**src/rtl/axis_pkg.sv**
```systemverilog
// Shared types and constants for the AXI-Stream FIFO transmit front end.
package axis_pkg;
   localparam int DWIDTH_DEF = 16;

   typedef logic [1:0] occ_t;

   localparam occ_t EMPTY = 2'd0;
   localparam occ_t FULL  = 2'd2;

   // Beat counter width: a 1-beat packet still needs one counter bit.
   function automatic int cnt_w(input int n);
      return (n > 2) ? $clog2(n) : 1;
   endfunction
endpackage

```
**src/rtl/axis_skid_buffer.sv**
```systemverilog
// Two-entry valid/ready buffer: an output register plus one skid register.
// Absorbs the word that was already in flight when the sink stalls.
module axis_skid_buffer
   import axis_pkg::*;
#(
   parameter int DWIDTH = DWIDTH_DEF
) (
   input  logic              clk,
   input  logic              rst_n,
   input  logic              in_valid,
   input  logic [DWIDTH-1:0] in_data,
   output logic              out_valid,
   input  logic              out_ready,
   output logic [DWIDTH-1:0] out_data,
   output occ_t              occ
);
   logic [DWIDTH-1:0] skid_q;
   logic              hs;

   assign out_valid = (occ != EMPTY);
   assign hs        = out_valid & out_ready;

   always_ff @(posedge clk) begin
      if (!rst_n) begin
         occ <= EMPTY;
      end else begin
         case ({in_valid, hs})
            2'b10:   occ <= occ + 2'd1;
            2'b01:   occ <= occ - 2'd1;
            default: occ <= occ;
         endcase
      end
   end

   // Data registers carry no reset; occ alone says what is meaningful.
   always_ff @(posedge clk) begin
      if (in_valid && (occ == EMPTY || (hs && occ == 2'd1)))
         out_data <= in_data;
      else if (hs && occ == FULL)
         out_data <= skid_q;

      if (in_valid && ((occ == 2'd1 && !hs) || (occ == FULL && hs)))
         skid_q <= in_data;
   end

   a_no_overflow: assert property (@(posedge clk) disable iff (!rst_n)
      !(in_valid && occ == FULL && !hs));
endmodule

```
**src/rtl/axis_fifo_tx.sv**
```systemverilog
// Drains a registered-read FIFO onto an AXI-Stream master port, framing
// fixed-length packets with tlast.
module axis_fifo_tx
   import axis_pkg::*;
#(
   parameter int DWIDTH  = DWIDTH_DEF,
   parameter int PKT_LEN = 8
) (
   input  logic              clk,
   input  logic              rst_n,
   input  logic              en,
   input  logic              fifo_empty,
   output logic              fifo_rd_en,
   input  logic [DWIDTH-1:0] fifo_dout,
   output logic [DWIDTH-1:0] m_axis_tdata,
   output logic              m_axis_tvalid,
   input  logic              m_axis_tready,
   output logic              m_axis_tlast,
   output logic              busy
);
   localparam int            CW        = cnt_w(PKT_LEN);
   localparam logic [CW-1:0] LAST_BEAT = CW'(PKT_LEN - 1);

   occ_t          occ;
   logic          inflight;
   logic          hs;
   logic [2:0]    credit;
   logic [CW-1:0] beat_cnt;

   assign hs = m_axis_tvalid & m_axis_tready;

   // Words committed to the buffer after this edge; hs only occurs with occ>=1.
   assign credit     = 3'(occ) + 3'(inflight) - 3'(hs);
   assign fifo_rd_en = rst_n & en & ~fifo_empty & (credit < 3'd2);

   always_ff @(posedge clk) begin
      if (!rst_n) inflight <= 1'b0;
      else        inflight <= fifo_rd_en;
   end

   axis_skid_buffer #(.DWIDTH(DWIDTH)) u_buf (
      .clk       (clk),
      .rst_n     (rst_n),
      .in_valid  (inflight),
      .in_data   (fifo_dout),
      .out_valid (m_axis_tvalid),
      .out_ready (m_axis_tready),
      .out_data  (m_axis_tdata),
      .occ       (occ)
   );

   always_ff @(posedge clk) begin
      if (!rst_n)
         beat_cnt <= '0;
      else if (hs)
         beat_cnt <= (beat_cnt == LAST_BEAT) ? '0 : beat_cnt + 1'b1;
   end

   assign m_axis_tlast = m_axis_tvalid & (beat_cnt == LAST_BEAT);
   assign busy         = (occ != EMPTY) | inflight;
endmodule

```
**config.mk**
```make
export PLATFORM = sky130hd
export DESIGN_NAME = axis_fifo_tx
export DESIGN_NICKNAME = d
export VERILOG_FILES = /design/src/rtl/axis_pkg.sv /design/src/rtl/axis_skid_buffer.sv /design/src/rtl/axis_fifo_tx.sv
export SDC_FILE = /design/constraint.sdc
export NUM_CORES = 1
export LEC_CHECK = 0
export BUFFER_PORTS_ARGS = -buffer_cell sky130_fd_sc_hd__buf_2
export CAP_MARGIN = 10
export CORE_MARGIN = 3
export CORE_UTILIZATION = 48
export DETAILED_ROUTE_END_ITERATION = 8
export PLACE_DENSITY = 0.74
export SLEW_MARGIN = 40
export SYNTH_ARGS = -nofsm -noshare
export SYNTH_HDL_FRONTEND = slang
export SYNTH_HIERARCHICAL = 1
export SYNTH_SLANG_ARGS = --single-unit
```
**constraint.sdc**
```tcl
create_clock -name clk -period 7.4 [get_ports clk]
set_clock_uncertainty 0.05 [all_clocks]
set_input_delay 0.74 -clock clk [delete_from_list [all_inputs] [get_ports clk]]
set_output_delay 0.74 -clock clk [all_outputs]
set_load 0.05 [all_outputs]
```
Word level (Yosys, flattened, before mapping)
Cells that the tools add are included.
{"block": "op_classes", "muxes": 4, "n_eq_ne": 5, "order_cmp": 1, "bitwise_logic": 7, "n_reduce_logical": 12, "add_sub_neg": 5}
{"operator": "$mux 16", "n": 2}
{"operator": "$reduce_bool 2->1", "n": 3}
{"operator": "$and 1x1->1", "n": 5}
{"operator": "$logic_and 1x1->1", "n": 5}
{"operator": "$eq 2x1->1 const B", "n": 2}
{"operator": "$eq 2x2->1 const B", "n": 2}
{"operator": "$pmux 2 s2", "n": 1}
{"operator": "$add 2x1->3", "n": 1}
{"operator": "$add 3x1->3 const B", "n": 1}
{"operator": "$eq 3x3->1 const B", "n": 1}
{"operator": "$lt 3x2->1 const B", "n": 1}
{"operator": "$mux 3", "n": 1}
{"operator": "$sub 3x1->3", "n": 1}
{"operator": "$add 2x1->2 const B", "n": 1}
{"operator": "$logic_not 2->1", "n": 1}
{"operator": "$logic_or 1x1->1", "n": 2}
{"operator": "$sub 2x1->2 const B", "n": 1}
{"operator": "$logic_not 1->1", "n": 1}
{"operator": "$not 1->1", "n": 1}
{"operator": "$or 1x1->1", "n": 1}
{"block": "word_totals", "output_inout_bits": 20, "word_cells": 39, "inputBits": 21, "ff_bits": 38}

Longest topological paths before layout
{"block": "logic_depth", "word_depth": 6, "ltp_mapped": 9, "depth_no_buf": 9}

Modules after synthesis
Netlist, hierarchy kept.
{"module": "axis_skid_buffer", "n_inst": 1, "cells_per_inst": 73, "seq_area_each_um2": 1001.0, "area_per_inst_um2": 1346.3}
{"module": "axis_fifo_tx", "n_inst": 1, "cells_per_inst": 26, "seq_area_each_um2": 80.1, "area_per_inst_um2": 264.0}

Least setup slack after synthesis
OpenSTA, ideal clock, no wires.
{"block": "synth_path", "path_type": "register -> output", "from": "register u_buf.occ[1]", "to": "output fifo_rd_en", "n_path_buf": 0, "path_slack_ns": 3.675, "required_ns": 6.610, "arrival_ns": 2.935, "stages_incl_launch_ff": 10, "cell_sequence": "dfxtp_1 inv_1 ha_1 inv_1 and2_2 ha_1 nand2b_1 fa_1 nand4b_1 nor2_1"}
{"block": "synth_between", "elab_chain_cells": 5, "elab_cells_between_ends": 6, "cone_classes": "add/sub (2); order compare (1); bitwise (2); reduce/logical (1)"}
{"element": "start: declaration", "line_no": "axis_skid_buffer.sv:15", "source": "output occ_t occ"}
{"element": "start signal: assignment", "line_no": "axis_skid_buffer.sv:28", "source": "2'b10: occ <= occ + 2'd1;"}
{"element": "start signal: assignment", "line_no": "axis_skid_buffer.sv:29", "source": "2'b01: occ <= occ - 2'd1;"}
{"element": "$reduce_bool 2->1", "line_no": "axis_skid_buffer.sv:20", "source": "assign out_valid = (occ != EMPTY);"}
{"element": "net m_axis_tvalid", "line_no": "axis_fifo_tx.sv:16", "source": "output logic m_axis_tvalid,"}
{"element": "$and 1x1->1", "line_no": "axis_fifo_tx.sv:30", "source": "assign hs = m_axis_tvalid & m_axis_tready;"}
{"element": "net hs", "line_no": "axis_fifo_tx.sv:26", "source": "logic hs;"}
{"element": "$sub 3x1->3", "line_no": "axis_fifo_tx.sv:33", "source": "assign credit = 3'(occ) + 3'(inflight) - 3'(hs);"}
{"element": "$lt 3x2->1", "line_no": "axis_fifo_tx.sv:34", "source": "assign fifo_rd_en = rst_n & en & ~fifo_empty & (credit < 3'd2);"}
{"element": "$and 1x1->1", "line_no": "axis_fifo_tx.sv:34"}
{"element": "end: declaration", "line_no": "axis_fifo_tx.sv:13", "source": "output logic fifo_rd_en,"}
The timed path passes the listed nets, and every way through them passes these cells.

Final worst setup path
{"block": "layout_path", "from": "register u_buf.occ[1]", "to": "output fifo_rd_en"}
{"block": "layout_between", "elab_chain_cells": 5, "elab_cells_between_ends": 6, "cone_classes": "add/sub (2); order compare (1); bitwise (2); reduce/logical (1)"}
{"element": "$reduce_bool 2->1", "line_no": "axis_skid_buffer.sv:20"}
{"element": "$and 1x1->1", "line_no": "axis_fifo_tx.sv:30"}
{"element": "net hs", "line_no": "axis_fifo_tx.sv:26"}
{"element": "$sub 3x1->3", "line_no": "axis_fifo_tx.sv:33"}
{"element": "$lt 3x2->1", "line_no": "axis_fifo_tx.sv:34"}
{"element": "$and 1x1->1", "line_no": "axis_fifo_tx.sv:34"}
The timed path passes the listed nets, and every way through them passes these cells.

==> out/results.tsv <==
stage	metric	value	unit
cts	post-CTS setup repair buffer count	0	
routing	per-cell routed wire length	14.1	um
global_route	first-pass GRT wire length	4520	um
finish	final net count	173	
timing	f_max	0.274	GHz
routing	DR iter-0 viols	38	
timing	Final WS setup	3.75	ns
cts	CTS Hold Bufs	0	
synthesis	Ys Warns	6	
worst_setup_path	CP peak stage delay	0.49	ns
synthesis	post-synth top area share	59.7	%
global_route	vias in the first global route	998	
routing	met1 WL	1080	um
timing	Slew headroom	52.7	%
routing	DR pass1 iterations	4	
floorplan	Die Area	4090	um^2
timing	part of the cycle the worst path needs	49.4	%
floorplan	Boundary Pins	41	
placement	Placed Cells	182	
finish	Syn-to-layout area delta	22.0	%
status	status	finished, final reports clean	
power	Leak	0.795	nW
hold_path	worst min path class	reg -> reg	
timing	Final Hold Fails	0	
finish	ratio of cells with drive above 1 in the final layout	47.3	%
worst_setup_path	Arrival @ worst endpoint	2.86	ns
synthesis	Synth Flop Type	edfxtp_1	
placement	RePlAce Congestion	0.674	
worst_setup_path	Worst setup EP type	primary output	
global_route	initial antenna violation count	0	
global_route	total track usage	15.1	%
cts	Clock Tree Buf Depth	2	
timing	Pins Over Slew Limit	0	
cts	post-CTS resize count	0	
cts	TritonCTS buffer count	5	
power	Peak VDD IR	0.179	mV
worst_setup_path	delay-heaviest family, CP	adder cells	
worst_setup_path	Max FO, Critical Path	9	
timing	Worst Max-Slew Pin Slew	0.707	ns
worst_setup_path	critical path's slowest cell	dfxtp_1	
floorplan	row cnt	20	
placement	port bufs	40	
synthesis	Synth Instances	99	
routing	antenna viol nets, final	0	
finish	Final Core Density	62.8	%
routing	vias	952	
routing	DRC Markers	0	
timing	final number of setup-violating endpoints	0	
cts	Sink Count	38	
finish	most common cell after layout, fill and taps aside	buf_2	
placement	DPL Wire Length	1890	um
cts	CTS tree	done	
timing	Fin Setup TNS	0	ns
floorplan	Die Ht	63.9	um
power	Final Power	0.677	mW
finish	Non-Filler Instances	190	
worst_setup_path	WP buf/inv	3	
synthesis	Mapped Nets	127	
power	PwrDens	345	nW/um^2
timing	unrepaired setup endpoints after global routing	false	
routing	WL final	2680	um
cts	Root Driver	clkbuf_4	
synthesis	Distinct cells, synth	25	
synthesis	Seq/Total Area, Yosys	67.1	%
synthesis	EDFF count, synth	32	
routing	DR WL met3	185	um
synthesis	Synth async-reset ratio	0	%
cts	Worst-Skew Late Latency	0.33	ns
synthesis	top cell type by total area after synthesis	edfxtp_1	
worst_setup_path	Worst Path Required	6.61	ns
routing	routed vias/inst	5.01	
worst_setup_path	Setup CP Type	reg -> out	
worst_setup_path	startpoint types	register	
synthesis	mean cell area of the mapped netlist	16.3	um^2
timing	post-route minimum period	3.65	ns
floorplan	Die X	63.9	um
cts	# H-tree levels	2	
synthesis	largest cells by area after synthesis	edfxtp_1 (60%), mux2_2 (11%), dfxtp_1 (7.5%), ha_1 (4.7%), a21boi_0 (1.9%)	
floorplan	Initial Utilization	51.5	%
global_route	global route total overflow	0	
worst_setup_path	flop2flop setup slack	5.05	ns
synthesis	Post-Syn Area	1610	um^2
worst_setup_path	cell-by-cell listing of the critical path	inv_1 > ha_1 > inv_1 > and2_2 > ha_1 > nand2b_1 > fa_1 > nand4b_1 > nor2_1 > buf_2	
job	Max Cap Viol	0	
floorplan	Core Box Area	3130	um^2
cts	clock slew at reported path FFs	0.10	ns
synthesis	FF+latch count, synth	38	
routing	DR top layer	met4	
finish	number of diodes	0	
routing	DR WL met2	1380	um
global_route	pin count of the biggest net entering global routing	18	
finish	most frequent cells in the layout	buf_2 (40), edfxtp_1 (32), mux2_2 (16)	
placement	Place WS	4.09	ns
## worst min-delay path: stages, from the launching register on
cell,delay (ns)
dfxtp_1,0.37
nand2_1,0.07
mux2i_1,0.05
## through the flow
| stage | cell area (um^2) | hold WS, ns |
|---|---|---|
| final | 1960 | 0.477 |
| after global routing | 1960 | 0.506 |
| after CTS | 1960 | 0.485 |
| after detailed placement | 1860 | 0.469 |
| after global placement | 1860 | 0.455 |
| after floorplan | 1610 | 0.423 |
## metal layers
layer | up-vias | global-route usage, %
met3 | 2 | 5.27
met1 | 452 | 16.0
met4 | 0 | 8.09
li1 | 466 | -
met5 | - | 0
met2 | 32 | 25.9
## Yosys cell counts (2+ instances only)
library cell	count
a21boi_0	4
and2_2	2
and3_1	2
dfxtp_1	6
edfxtp_1	32
ha_1	6
inv_1	4
mux2_2	16
nand2_1	6
nand2b_1	2
nor2_1	2
o21a_1	3
xor2_1	2
## kinds of logic (layout without fill, tap and decap cells)
logic type	after synthesis	after routing	synth area share, %
compound gates	10	10	4.66
xor+xnor	2	2	1.09
fa+ha+maj	7	7	5.91
buf+inv	5	52	1.79
flops	38	38	67.1
mux	17	17	11.8
simple gates	20	20	7.61
## final timing paths
path                startpoint      endpoint  cells after the start
setup reg to reg  u_buf/occ[1]      inflight                      9
setup / recovery  u_buf/occ[1]    fifo_rd_en                     10
hold reg to reg   u_buf/occ[0]  u_buf/occ[0]                      2
hold / removal    u_buf/occ[0]  u_buf/occ[0]                      2
## sequential cells by signal (all words and copies together) (netlist names)
signal	flops
u_buf/occ	2
u_buf/out_data	16
u_buf/skid_q	16
beat_cnt	3
inflight	1
## where the power goes
group	leakage, nW	total, mW	internal, mW	switching, mW
Clock	0.0528	0.169	0.104	0.0654
Combinational	0.404	0.223	0.0693	0.154
Sequential	0.338	0.284	0.268	0.0157
## cell type report
type	instances	area, um^2
well taps	44	55.1
clock buffers	5	37.5
inverters	4	15.0
repair buffers	40	200
multi-input cells	56	512
fillers	254	1160
clock inverters	3	63.8
flip-flops and latches	38	1080
(Power assumes the default switching activity.)
